$ cat config.mk
export PLATFORM = sky130hd
export DESIGN_NAME = div_flat
export DESIGN_NICKNAME = d
export VERILOG_FILES = /design/src/rtl/div_pkg.sv /design/src/rtl/div_if.sv /design/src/rtl/div_step.sv /design/src/rtl/div.sv /design/src/flat_wrapper.sv
export SDC_FILE = /design/constraint.sdc
export NUM_CORES = 1
export LEC_CHECK = 0
export CORE_MARGIN = 1
export CORE_UTILIZATION = 30
export CTS_BUF_LIST = sky130_fd_sc_hd__clkbuf_4
export DETAILED_ROUTE_END_ITERATION = 8
export GPL_ROUTABILITY_DRIVEN = 0
export HOLD_SLACK_MARGIN = 0.12
export SLEW_MARGIN = 40
export SYNTH_ARGS = -nofsm -noshare
export SYNTH_HDL_FRONTEND = slang
export SYNTH_SLANG_ARGS = --single-unit
export TNS_END_PERCENT = 10
$ cat constraint.sdc
create_clock -name clk -period 3.1 [get_ports clk]
set_input_delay 0.62 -clock clk [delete_from_list [all_inputs] [get_ports clk]]
set_output_delay 0.62 -clock clk [all_outputs]
set_load 0.01 [all_outputs]
$ cat src/rtl/div_pkg.sv
// Shared types and constants for the iterative divider: operand width, opcodes, FSM states.
// DIV_EARLY_EXIT_EN (see div.sv) changes timing only; nothing here depends on it.
package div_pkg;

    localparam int WIDTH = 32;
    localparam int CNT_W = $clog2(WIDTH);

    typedef enum logic [1:0] {
        DIV_DIV,
        DIV_DIVU,
        DIV_MOD,
        DIV_MODU
    } div_opcode_t;

    typedef enum logic [1:0] {
        DIV_IDLE,
        DIV_CALC,
        DIV_FIX,
        DIV_DONE
    } div_state_t;

    // Two's-complement negate when neg is set, identity otherwise.
    function automatic logic [WIDTH-1:0] cond_neg(input logic [WIDTH-1:0] v, input logic neg);
        return neg ? (~v + WIDTH'(1)) : v;
    endfunction

endpackage

$ cat src/rtl/div_if.sv
// EX-stage <-> divider bus: start request, flush, and the busy/ok/result response.
// Handshake: valid is a start request sampled at posedge and only taken when the unit
// is not busy and flush is low; it is never queued. ok is a one-cycle result strobe,
// never high together with busy; result holds until the next accepted request.
interface div_if;
    import div_pkg::*;

    logic                    valid;
    div_opcode_t             opcode;
    logic [WIDTH-1:0]        src1;
    logic [WIDTH-1:0]        src2;
    logic                    flush;
    logic                    busy;
    logic                    ok;
    logic [WIDTH-1:0]        result;
    div_state_t              state;

    modport master (
        output valid, opcode, src1, src2, flush,
        input  busy, ok, result, state
    );

    modport slave (
        input  valid, opcode, src1, src2, flush,
        output busy, ok, result, state
    );

endinterface

$ cat src/rtl/div_step.sv
// One radix-2 restoring division iteration on unsigned magnitudes (purely combinational).
// Shifts rem:quo left by one, trial-subtracts the divisor and keeps the difference when it does not borrow.
module div_step
    import div_pkg::*;
(
    input  logic [WIDTH-1:0] rem,
    input  logic [WIDTH-1:0] quo,
    input  logic [WIDTH-1:0] divisor,
    output logic [WIDTH-1:0] rem_next,
    output logic [WIDTH-1:0] quo_next
);

    logic [WIDTH:0] shifted;
    logic [WIDTH:0] diff;
    logic           borrow;

    // rem < divisor keeps shifted below 2*divisor, so diff's top bit is a pure borrow flag.
    assign shifted  = {rem, quo[WIDTH-1]};
    assign diff     = shifted - {1'b0, divisor};
    assign borrow   = diff[WIDTH];
    assign rem_next = borrow ? shifted[WIDTH-1:0] : diff[WIDTH-1:0];
    assign quo_next = {quo[WIDTH-2:0], ~borrow};

endmodule

$ cat src/rtl/div.sv
// Iterative 32-bit divider for div.w/div.wu/mod.w/mod.wu: restoring magnitude division plus sign fixup.
// Optional DIV_EARLY_EXIT_EN: skip the iterations when |src1| < |src2| (timing only, results unchanged).
module div
    import div_pkg::*;
(
    input logic  clk,
    input logic  resetn,
    div_if.slave bus
);

    div_state_t         state_q;
    div_state_t         state_d;
    logic [CNT_W-1:0]   cnt_q;
    logic [WIDTH-1:0]   rem_q;
    logic [WIDTH-1:0]   quo_q;
    logic [WIDTH-1:0]   dvsr_q;
    logic [WIDTH-1:0]   result_q;
    div_opcode_t        op_q;
    logic               neg_quo_q;
    logic               neg_rem_q;
    logic               skip_q;

    logic               accept;
    logic               sgn_op;
    logic               s1_neg;
    logic               s2_neg;
    logic               early;
    logic               op_is_mod;
    logic               busy;
    logic               ok;
    logic [WIDTH-1:0]   mag1;
    logic [WIDTH-1:0]   mag2;
    logic [WIDTH-1:0]   rem_step;
    logic [WIDTH-1:0]   quo_step;
    logic [WIDTH-1:0]   quo_fix;
    logic [WIDTH-1:0]   rem_fix;

    assign accept = bus.valid && !bus.flush &&
                    ((state_q == DIV_IDLE) || (state_q == DIV_DONE));
    assign sgn_op = (bus.opcode == DIV_DIV) || (bus.opcode == DIV_MOD);
    assign s1_neg = sgn_op && bus.src1[WIDTH-1];
    assign s2_neg = sgn_op && bus.src2[WIDTH-1];
    assign mag1   = cond_neg(bus.src1, s1_neg);
    assign mag2   = cond_neg(bus.src2, s2_neg);

`ifdef DIV_EARLY_EXIT_EN
    assign early = (bus.src2 != '0) && (mag1 < mag2);
`else
    assign early = 1'b0;
`endif

    div_step u_step (
        .rem      (rem_q),
        .quo      (quo_q),
        .divisor  (dvsr_q),
        .rem_next (rem_step),
        .quo_next (quo_step)
    );

    assign op_is_mod = (op_q == DIV_MOD) || (op_q == DIV_MODU);
    assign quo_fix   = cond_neg(quo_q, neg_quo_q);
    assign rem_fix   = cond_neg(rem_q, neg_rem_q);

    always_ff @(posedge clk) begin
        if (!resetn) begin
            state_q <= DIV_IDLE;
        end else begin
            state_q <= state_d;
        end
    end

    always_comb begin
        state_d = state_q;
        busy    = 1'b0;
        ok      = 1'b0;
        case (state_q)
            DIV_IDLE: begin
                if (accept) state_d = DIV_CALC;
            end
            DIV_CALC: begin
                busy = 1'b1;
                if (cnt_q == '0) state_d = DIV_FIX;
            end
            DIV_FIX: begin
                busy    = 1'b1;
                state_d = DIV_DONE;
            end
            DIV_DONE: begin
                ok      = 1'b1;
                state_d = accept ? DIV_CALC : DIV_IDLE;
            end
            default: state_d = DIV_IDLE;
        endcase
        if (bus.flush) state_d = DIV_IDLE;
    end

    always_ff @(posedge clk) begin
        if (!resetn) begin
            cnt_q     <= '0;
            rem_q     <= '0;
            quo_q     <= '0;
            dvsr_q    <= '0;
            result_q  <= '0;
            op_q      <= DIV_DIV;
            neg_quo_q <= 1'b0;
            neg_rem_q <= 1'b0;
            skip_q    <= 1'b0;
        end else begin
            if (accept) begin
                op_q      <= bus.opcode;
                dvsr_q    <= mag2;
                // Divide-by-zero quotient stays all-ones regardless of operand signs.
                neg_quo_q <= (s1_neg ^ s2_neg) && (bus.src2 != '0);
                neg_rem_q <= s1_neg;
                skip_q    <= early;
                if (early) begin
                    rem_q <= mag1;
                    quo_q <= '0;
                    cnt_q <= '0;
                end else begin
                    rem_q <= '0;
                    quo_q <= mag1;
                    cnt_q <= CNT_W'(WIDTH - 1);
                end
            end else if ((state_q == DIV_CALC) && !skip_q) begin
                rem_q <= rem_step;
                quo_q <= quo_step;
                cnt_q <= cnt_q - CNT_W'(1);
            end
            if ((state_q == DIV_FIX) && !bus.flush) begin
                result_q <= op_is_mod ? rem_fix : quo_fix;
            end
        end
    end

    assign bus.busy   = busy;
    assign bus.ok     = ok;
    assign bus.result = result_q;
    assign bus.state  = state_q;

endmodule

$ cat src/flat_wrapper.sv
// flat-port wrapper written by rule: the top's interface ports become plain ports
module div_flat import div_pkg::*;
  (clk, resetn, bus_valid, bus_opcode, bus_src1, bus_src2, bus_flush, bus_busy, bus_ok, bus_result, bus_state);
  div_if bus_i ();
  input logic clk;
  input logic resetn;
  input wire logic [$bits(bus_i.valid)-1:0] bus_valid;
  input wire logic [$bits(bus_i.opcode)-1:0] bus_opcode;
  input wire logic [$bits(bus_i.src1)-1:0] bus_src1;
  input wire logic [$bits(bus_i.src2)-1:0] bus_src2;
  input wire logic [$bits(bus_i.flush)-1:0] bus_flush;
  output wire logic [$bits(bus_i.busy)-1:0] bus_busy;
  output wire logic [$bits(bus_i.ok)-1:0] bus_ok;
  output wire logic [$bits(bus_i.result)-1:0] bus_result;
  output wire logic [$bits(bus_i.state)-1:0] bus_state;
  assign bus_i.valid = bus_valid;
  assign bus_i.opcode = bus_opcode;
  assign bus_i.src1 = bus_src1;
  assign bus_i.src2 = bus_src2;
  assign bus_i.flush = bus_flush;
  assign bus_busy = bus_i.busy;
  assign bus_ok = bus_i.ok;
  assign bus_result = bus_i.result;
  assign bus_state = bus_i.state;
  div u_core (.clk(clk), .resetn(resetn), .bus(bus_i));
endmodule
### Word level (Yosys, flattened, before mapping)

Cells that the tools add are included.
W data, S select, Z words.

| word-level totals | value |
|---|---|
| word-level logic and storage cells | 65 |
| input bits | 70 |
| output and inout port bits | 36 |
| register bits after elaboration | 139 |

| operators by class | value |
|---|---|
| mux-type cells | 16 |
| $add $sub $neg | 6 |
| bitwise gates (word level) | 7 |
| reductions and logical operators | 19 |
| equality and inequality tests | 8 |

Operator list:

| kind | number |
|---|---|
| $mux W32 | 8 |
| $add A32 B1 Y32 const B | 4 |
| $not A32 Y32 | 4 |
| $sub A33 B32 Y33 | 1 |
| $reduce_bool A32 Y1 | 1 |
| $eq A2 B2 Y1 const B | 5 |
| $mux W5 | 2 |
| $pmux W2 S4 | 1 |
| $logic_and A1 B1 Y1 | 6 |
| $reduce_or A2 Y1 | 3 |
| $logic_not A5 Y1 | 1 |
| $sub A5 B1 Y5 const B | 1 |
| $logic_not A2 Y1 | 2 |
| $mux W2 | 2 |
| $ne A2 B1 Y1 const B | 2 |
| $logic_or A1 B1 Y1 | 3 |
| $mux W1 | 3 |
| $eq A2 B1 Y1 const B | 1 |
| $not A1 Y1 | 2 |
| $reduce_and A2 Y1 | 1 |
| $reduce_bool A2 Y1 | 1 |
| $logic_not A1 Y1 | 1 |
| $xor A1 B1 Y1 | 1 |

### Logic depth before layout (Yosys ltp)

| logic depth | value |
|---|---|
| depth in word-level cells | 5 |
| depth in mapped cells | 13 |

### Cells and area by module

A second synthesis with hierarchy kept.

| second synthesis, totals | value |
|---|---|
| cell total of the unflattened synthesis | 1,371 |
| area, all modules | 11,169.5 µm² |

Modules (own cells, without submodules):

| module | cells each | instances | area an instance (µm²) | sequential area each (µm²) |
|---|---|---|---|---|
| div | 1,035 | 1 | 8,578.2 | 2,762.6 |
| div_step | 336 | 1 | 2,591.2 | 0.0 |

### Least setup slack after synthesis

Ideal clock, no wire load.

| path | value |
|---|---|
| path kind | reg-to-reg |
| start point | register u_core.quo_q[31] |
| end point | register u_core.rem_q[10] |
| setup time | 0.132 ns |
| setup slack | -0.155 ns |
| arrival time | 3.123 ns |
| cell stages (with the launch flop) | 14 |
| data required time | 2.968 ns |
| buffers on the path | 1 |
| clock period less this slack | 3.255 ns |
| cells stage by stage | dfxtp_1 > inv_1 > ha_1 > fa_1 > nand2b_1 > a21oi_1 > o211a_1 > a211oi_1 > o31ai_1 > o21ai_2 > xnor2_4 > buf_2 > mux2i_1 > a21oi_1 |

| on the way | value |
|---|---|
| word-level cells in the longest chain between the ends | 2 |

Ends and longest elaborated chain:

| element | line | text |
|---|---|---|
| from (decl) | div.sv:15 | `logic [WIDTH-1:0] quo_q;` |
| from (signal assigned) | div.sv:122 | `quo_q <= mag1;` |
| from (signal assigned) | div.sv:127 | `quo_q <= quo_step;` |
| $sub A33 B32 Y33 | div_step.sv:19 | `assign diff = shifted - {1'b0, divisor};` |
| $mux W32 | div_step.sv:21 | `assign rem_next = borrow ? shifted[WIDTH-1:0] : diff[WIDTH-1:0];` |
| to (signal assigned) | div.sv:117 | `rem_q <= mag1;` |
| to (signal assigned) | div.sv:126 | `rem_q <= rem_step;` |
| to (decl) | div.sv:14 | `logic [WIDTH-1:0] rem_q;` |

Every way passes these cells.
A chain may end at the register's enable or synchronous reset.

### Worst setup path after layout

| path | value |
|---|---|
| start point | input bus_src2[12] |
| end point | register u_core.dvsr_q[30] |

| on the way | value |
|---|---|
| word-level cells in the longest chain between the ends | 3 |

Ends and longest elaborated chain:

| element | line | text |
|---|---|---|
| from (decl) | flat_wrapper.sv:10 | `input wire logic [$bits(bus_i.src2)-1:0] bus_src2;` |
| $not A32 Y32 | div_pkg.sv:24 | `return neg ? (~v + WIDTH'(1)) : v;` |
| $add A32 B1 Y32 | div_pkg.sv:24 |  |
| $mux W32 | div_pkg.sv:24 |  |
| to (signal assigned) | div.sv:111 | `dvsr_q <= mag2;` |
| to (decl) | div.sv:16 | `logic [WIDTH-1:0] dvsr_q;` |

Every way passes these cells.

==> run_results.csv <==
group,metric,value,unit
outcome,status,"finished with violations",
outcome,violations,"setup timing",
global_route,globalRouteTotalUtil,17.57,%
detailed_routing,avgRoutedWirePerCell,15.96,µm
detailed_routing,vias_per_cell,5.159,
die,num_rows,67,
final_layout,instances_no_fill,1945,
yosys,ys.flop_type,"dfxtp_1",
final_layout,syn_to_final_growth,27.32,%
yosys,synth_compound_area_share,25.67,%
yosys,synth_fa_ha_area_share,5.428,%
yosys,yosysSeqAreaShare,26.87,%
global_route,grt_pass1_vias,9544,
yosys,syn_inst,1303,
detailed_routing,first_pass_iters,5,
yosys,netlist_area,10280,µm²
die,start_util,30.58,%
timing,period_needed,3.113,ns
die,die_height,187.1,µm
yosys,ys_top_cells_by_area,"dfxtp_1 (27%), xnor2_1 (6.6%), nand2_1 (6.0%)",
final_layout,layout.nets,1596,
yosys,synth_top_area_cell,"dfxtp_1",
yosys,async_flop_share,0,%
timing,final-setup-viol-count,1,
power,irDropWorstVdd,0.2509,mV
yosys,yosysWarnings,0,
clock_network,cts.sinks,138,
final_layout,drive_above_1_share,13.31,%
die,io_pins,106,
clock_network,cts_tree,"done",
detailed_routing,drtIter0Drc,574,
detailed_routing,drc,0,
detailed_routing,wl,31.04,mm
timing,tightest_slew,0.7331,ns
timing,timing.final.crit_share,100.4,%
worst_setup_path,reg2reg_from,"u_core.dvsr_q[0]",
power,p_per_area,393.9,nW/µm²
clock_network,cts_buffers,17,
yosys,yosysUniqueCellTypes,59,
clock_network,worst_skew_pair.late_latency,0.56,ns
power,finalPower,5.156,mW
timing,hold_viol,0,
worst_setup_path,cp.arrival,3.57,ns
worst_setup_path,crit_path_end_kind,"flop",
placed_design,post-dp-hpwl,23.65,mm
die,die_w,187.1,µm
worst_setup_path,worst-path-max-fanout,4,
yosys,syn-mean-instance-area,7.890,µm²
yosys,synth_top_family_by_area,"compound AO/OA/AOI/OAI gates",
global_route,grt-ovfl-total,0,
clock_network,clkTransAtPathRegs,0.12,ns
timing,rsz0062_at_grt,"yes",
clock_network,htreeDepth,4,
yosys,synth_edf_count,0,
timing,setup-tns-final,-0.01347,ns
yosys,synth_xor_xnor_area_share,12.62,%
die,die_area,35010,µm²
global_route,grt_antenna_before_repair,1,
timing,fmax,0.3212,GHz
placed_design,port_buffers,105,
yosys,synth-seq-cells,138,
worst_setup_path,start_kind,"input port",
min_path,hold_class,"reg -> reg",
yosys,synth_top_area_share,26.87,%
yosys,syn_nets,1417,
yosys,synthMuxAreaShare,6.048,%
placed_design,placed_cells,1905,
timing,hold_ws,0.4691,ns
run,maxCapViolations,0,
power,p_leak,5.545,nW
die,core_area,33620,µm²
worst_setup_path,critPathLaunch,"bus_src2[12]",
timing,slew_headroom,51.12,%
clock_network,root_buffer,"clkbuf_4",
worst_setup_path,setup.worst_path.class,"in -> reg",
global_route,grt_pass1_wl,49.98,mm
final_layout,nFillCells,3412,
detailed_routing,drtAntennaViolNets,0,
timing,setup_ws,-0.01347,ns
worst_setup_path,critical_path_required,3.56,ns
yosys,synthSimpleGateAreaFrac,18.33,%
global_route,grt_max_degree,86,
clock_network,clockBufferDepth,2,
timing,worst_clock_skew,0.03010,ns
timing,slew_violations,0,
detailed_routing,via_count,10040,
min_path,hold_start,"u_core.bus.result[8]",
## state kept, by name (all words and copies together), names as in the netlist
name and count:
u_core.bus.result 32, u_core.bus.state 2, u_core.cnt_q 5, u_core.dvsr_q 32, u_core.neg_quo_q 1, u_core.neg_rem_q 1
u_core.op_q 1, u_core.quo_q 32, u_core.rem_q 32
## what timing repair did
action                                  CTS  global route
buffers inserted                          4             1
pin swaps                                 5             6
hold endpoints to repair                  0             0
hold buffers                              0             0
gates resized for setup                   9            19
endpoints found under the setup margin   32            47
cloned                                    1             0
## power by group
part / internal, mW / switching (mW) / leakage, nW / total, mW
registers: 1.87 / 0.107 / 1.13 / 1.97
logic: 0.953 / 1.01 / 4.27 / 1.96
clock network: 0.476 / 0.743 / 0.143 / 1.22
total: 3.30 / 1.86 / 5.54 / 5.16
## metrics by stage
stage               instance area (µm²)  setup slack, ns  utilization (%)
global placement                  12620          -0.5999            37.55
detailed placement                12620          -0.6074            37.55
finish                            13090         -0.01347            38.94
CTS                               13010         0.004507            38.69
floorplan                         10290         -0.03479                -
global route                      13090         -0.07968            38.94
## Yosys cell counts, types with 20 or more instances
cell type and instances:
xor2_1 68, o31ai_1 30, a21boi_0 25, a21oi_1 82, o211a_1 56, mux2i_1 61
nand2_1 164, inv_1 58, dfxtp_1 138, nand3_1 33, xnor2_1 77, o21ai_0 92
clkbuf_1 65, nor2_1 53, or3_1 20, o211ai_1 22, ha_1 43, nand2b_1 21
## worst max-delay path: stages
cell and delay (ns):
clkdlybuf4s50_1 0.41, or4_1 0.55, or4_4 0.43, or4_4 0.44, or3_4 0.42, o41ai_4 0.31
xor2_1 0.18, nand2_1 0.07, o211a_1 0.14
## kinds of logic after synthesis
family	Yosys count
AND/OR/NAND/NOR	391
AO/OA/AOI/OAI	386
XOR/XNOR	146
flip-flops	138
buffers and inverters	136
multiplexers	62
adder cells (fa/ha/maj)	44
## final timing paths
kind	slack (ns)	depth (start not counted)	endpoint
setup / recovery	-0.01	9	u_core.dvsr_q[30]
hold reg to reg	0.47	2	u_core.bus.result[8]
hold / removal	0.47	2	u_core.bus.result[8]
setup reg to reg	0.09	14	u_core.rem_q[7]
## routing by layer
layer | track usage, % | up-vias | routed length (µm)
met4 | 3.972 | 0 | 375
met3 | 2.720 | 23 | 1227
met2 | 28.97 | 210 | 14210
li1 | - | 5046 | -
met1 | 23.94 | 4756 | 15230
met5 | 0 | - | 0
## layout make-up
class | instances | area [µm²] | area share (%)
well taps | 448 | 560.5 | 4.282
inverters | 58 | 217.7 | 1.663
diodes | 2 | 5.005 | 0.03823
clock buffers | 17 | 127.6 | 0.9750
flip-flops and latches | 138 | 2771 | 21.17
repair buffers | 238 | 2135 | 16.31
multi-input cells | 1029 | 7126 | 54.43
clock inverters | 15 | 147.6 | 1.128
## layout by cell type (no fill, tap or decap), types with 4 or more instances in the layout
master / instances
a211oi_1: 15
a21boi_0: 24
a21o_1: 12
a21oi_1: 80
a31oi_1: 8
and2_1: 7
and3_1: 10
buf_12: 5
buf_4: 128
clkbuf_4: 17
clkdlybuf4s50_1: 104
clkinv_1: 4
dfxtp_1: 131
dfxtp_2: 7
ha_1: 42
inv_1: 58
mux2i_1: 60
nand2_1: 163
nand2b_1: 20
nand3_1: 33
nand4_1: 9
nor2_1: 53
nor2b_1: 14
nor3_1: 18
nor4_1: 12
o211a_1: 56
o211ai_1: 22
o21a_1: 5
o21ai_0: 89
o31ai_1: 27
o41ai_1: 11
or3_1: 20
or4_1: 11
xnor2_1: 77
xor2_1: 68
No activity file was read; power rests on OpenSTA's default activity.
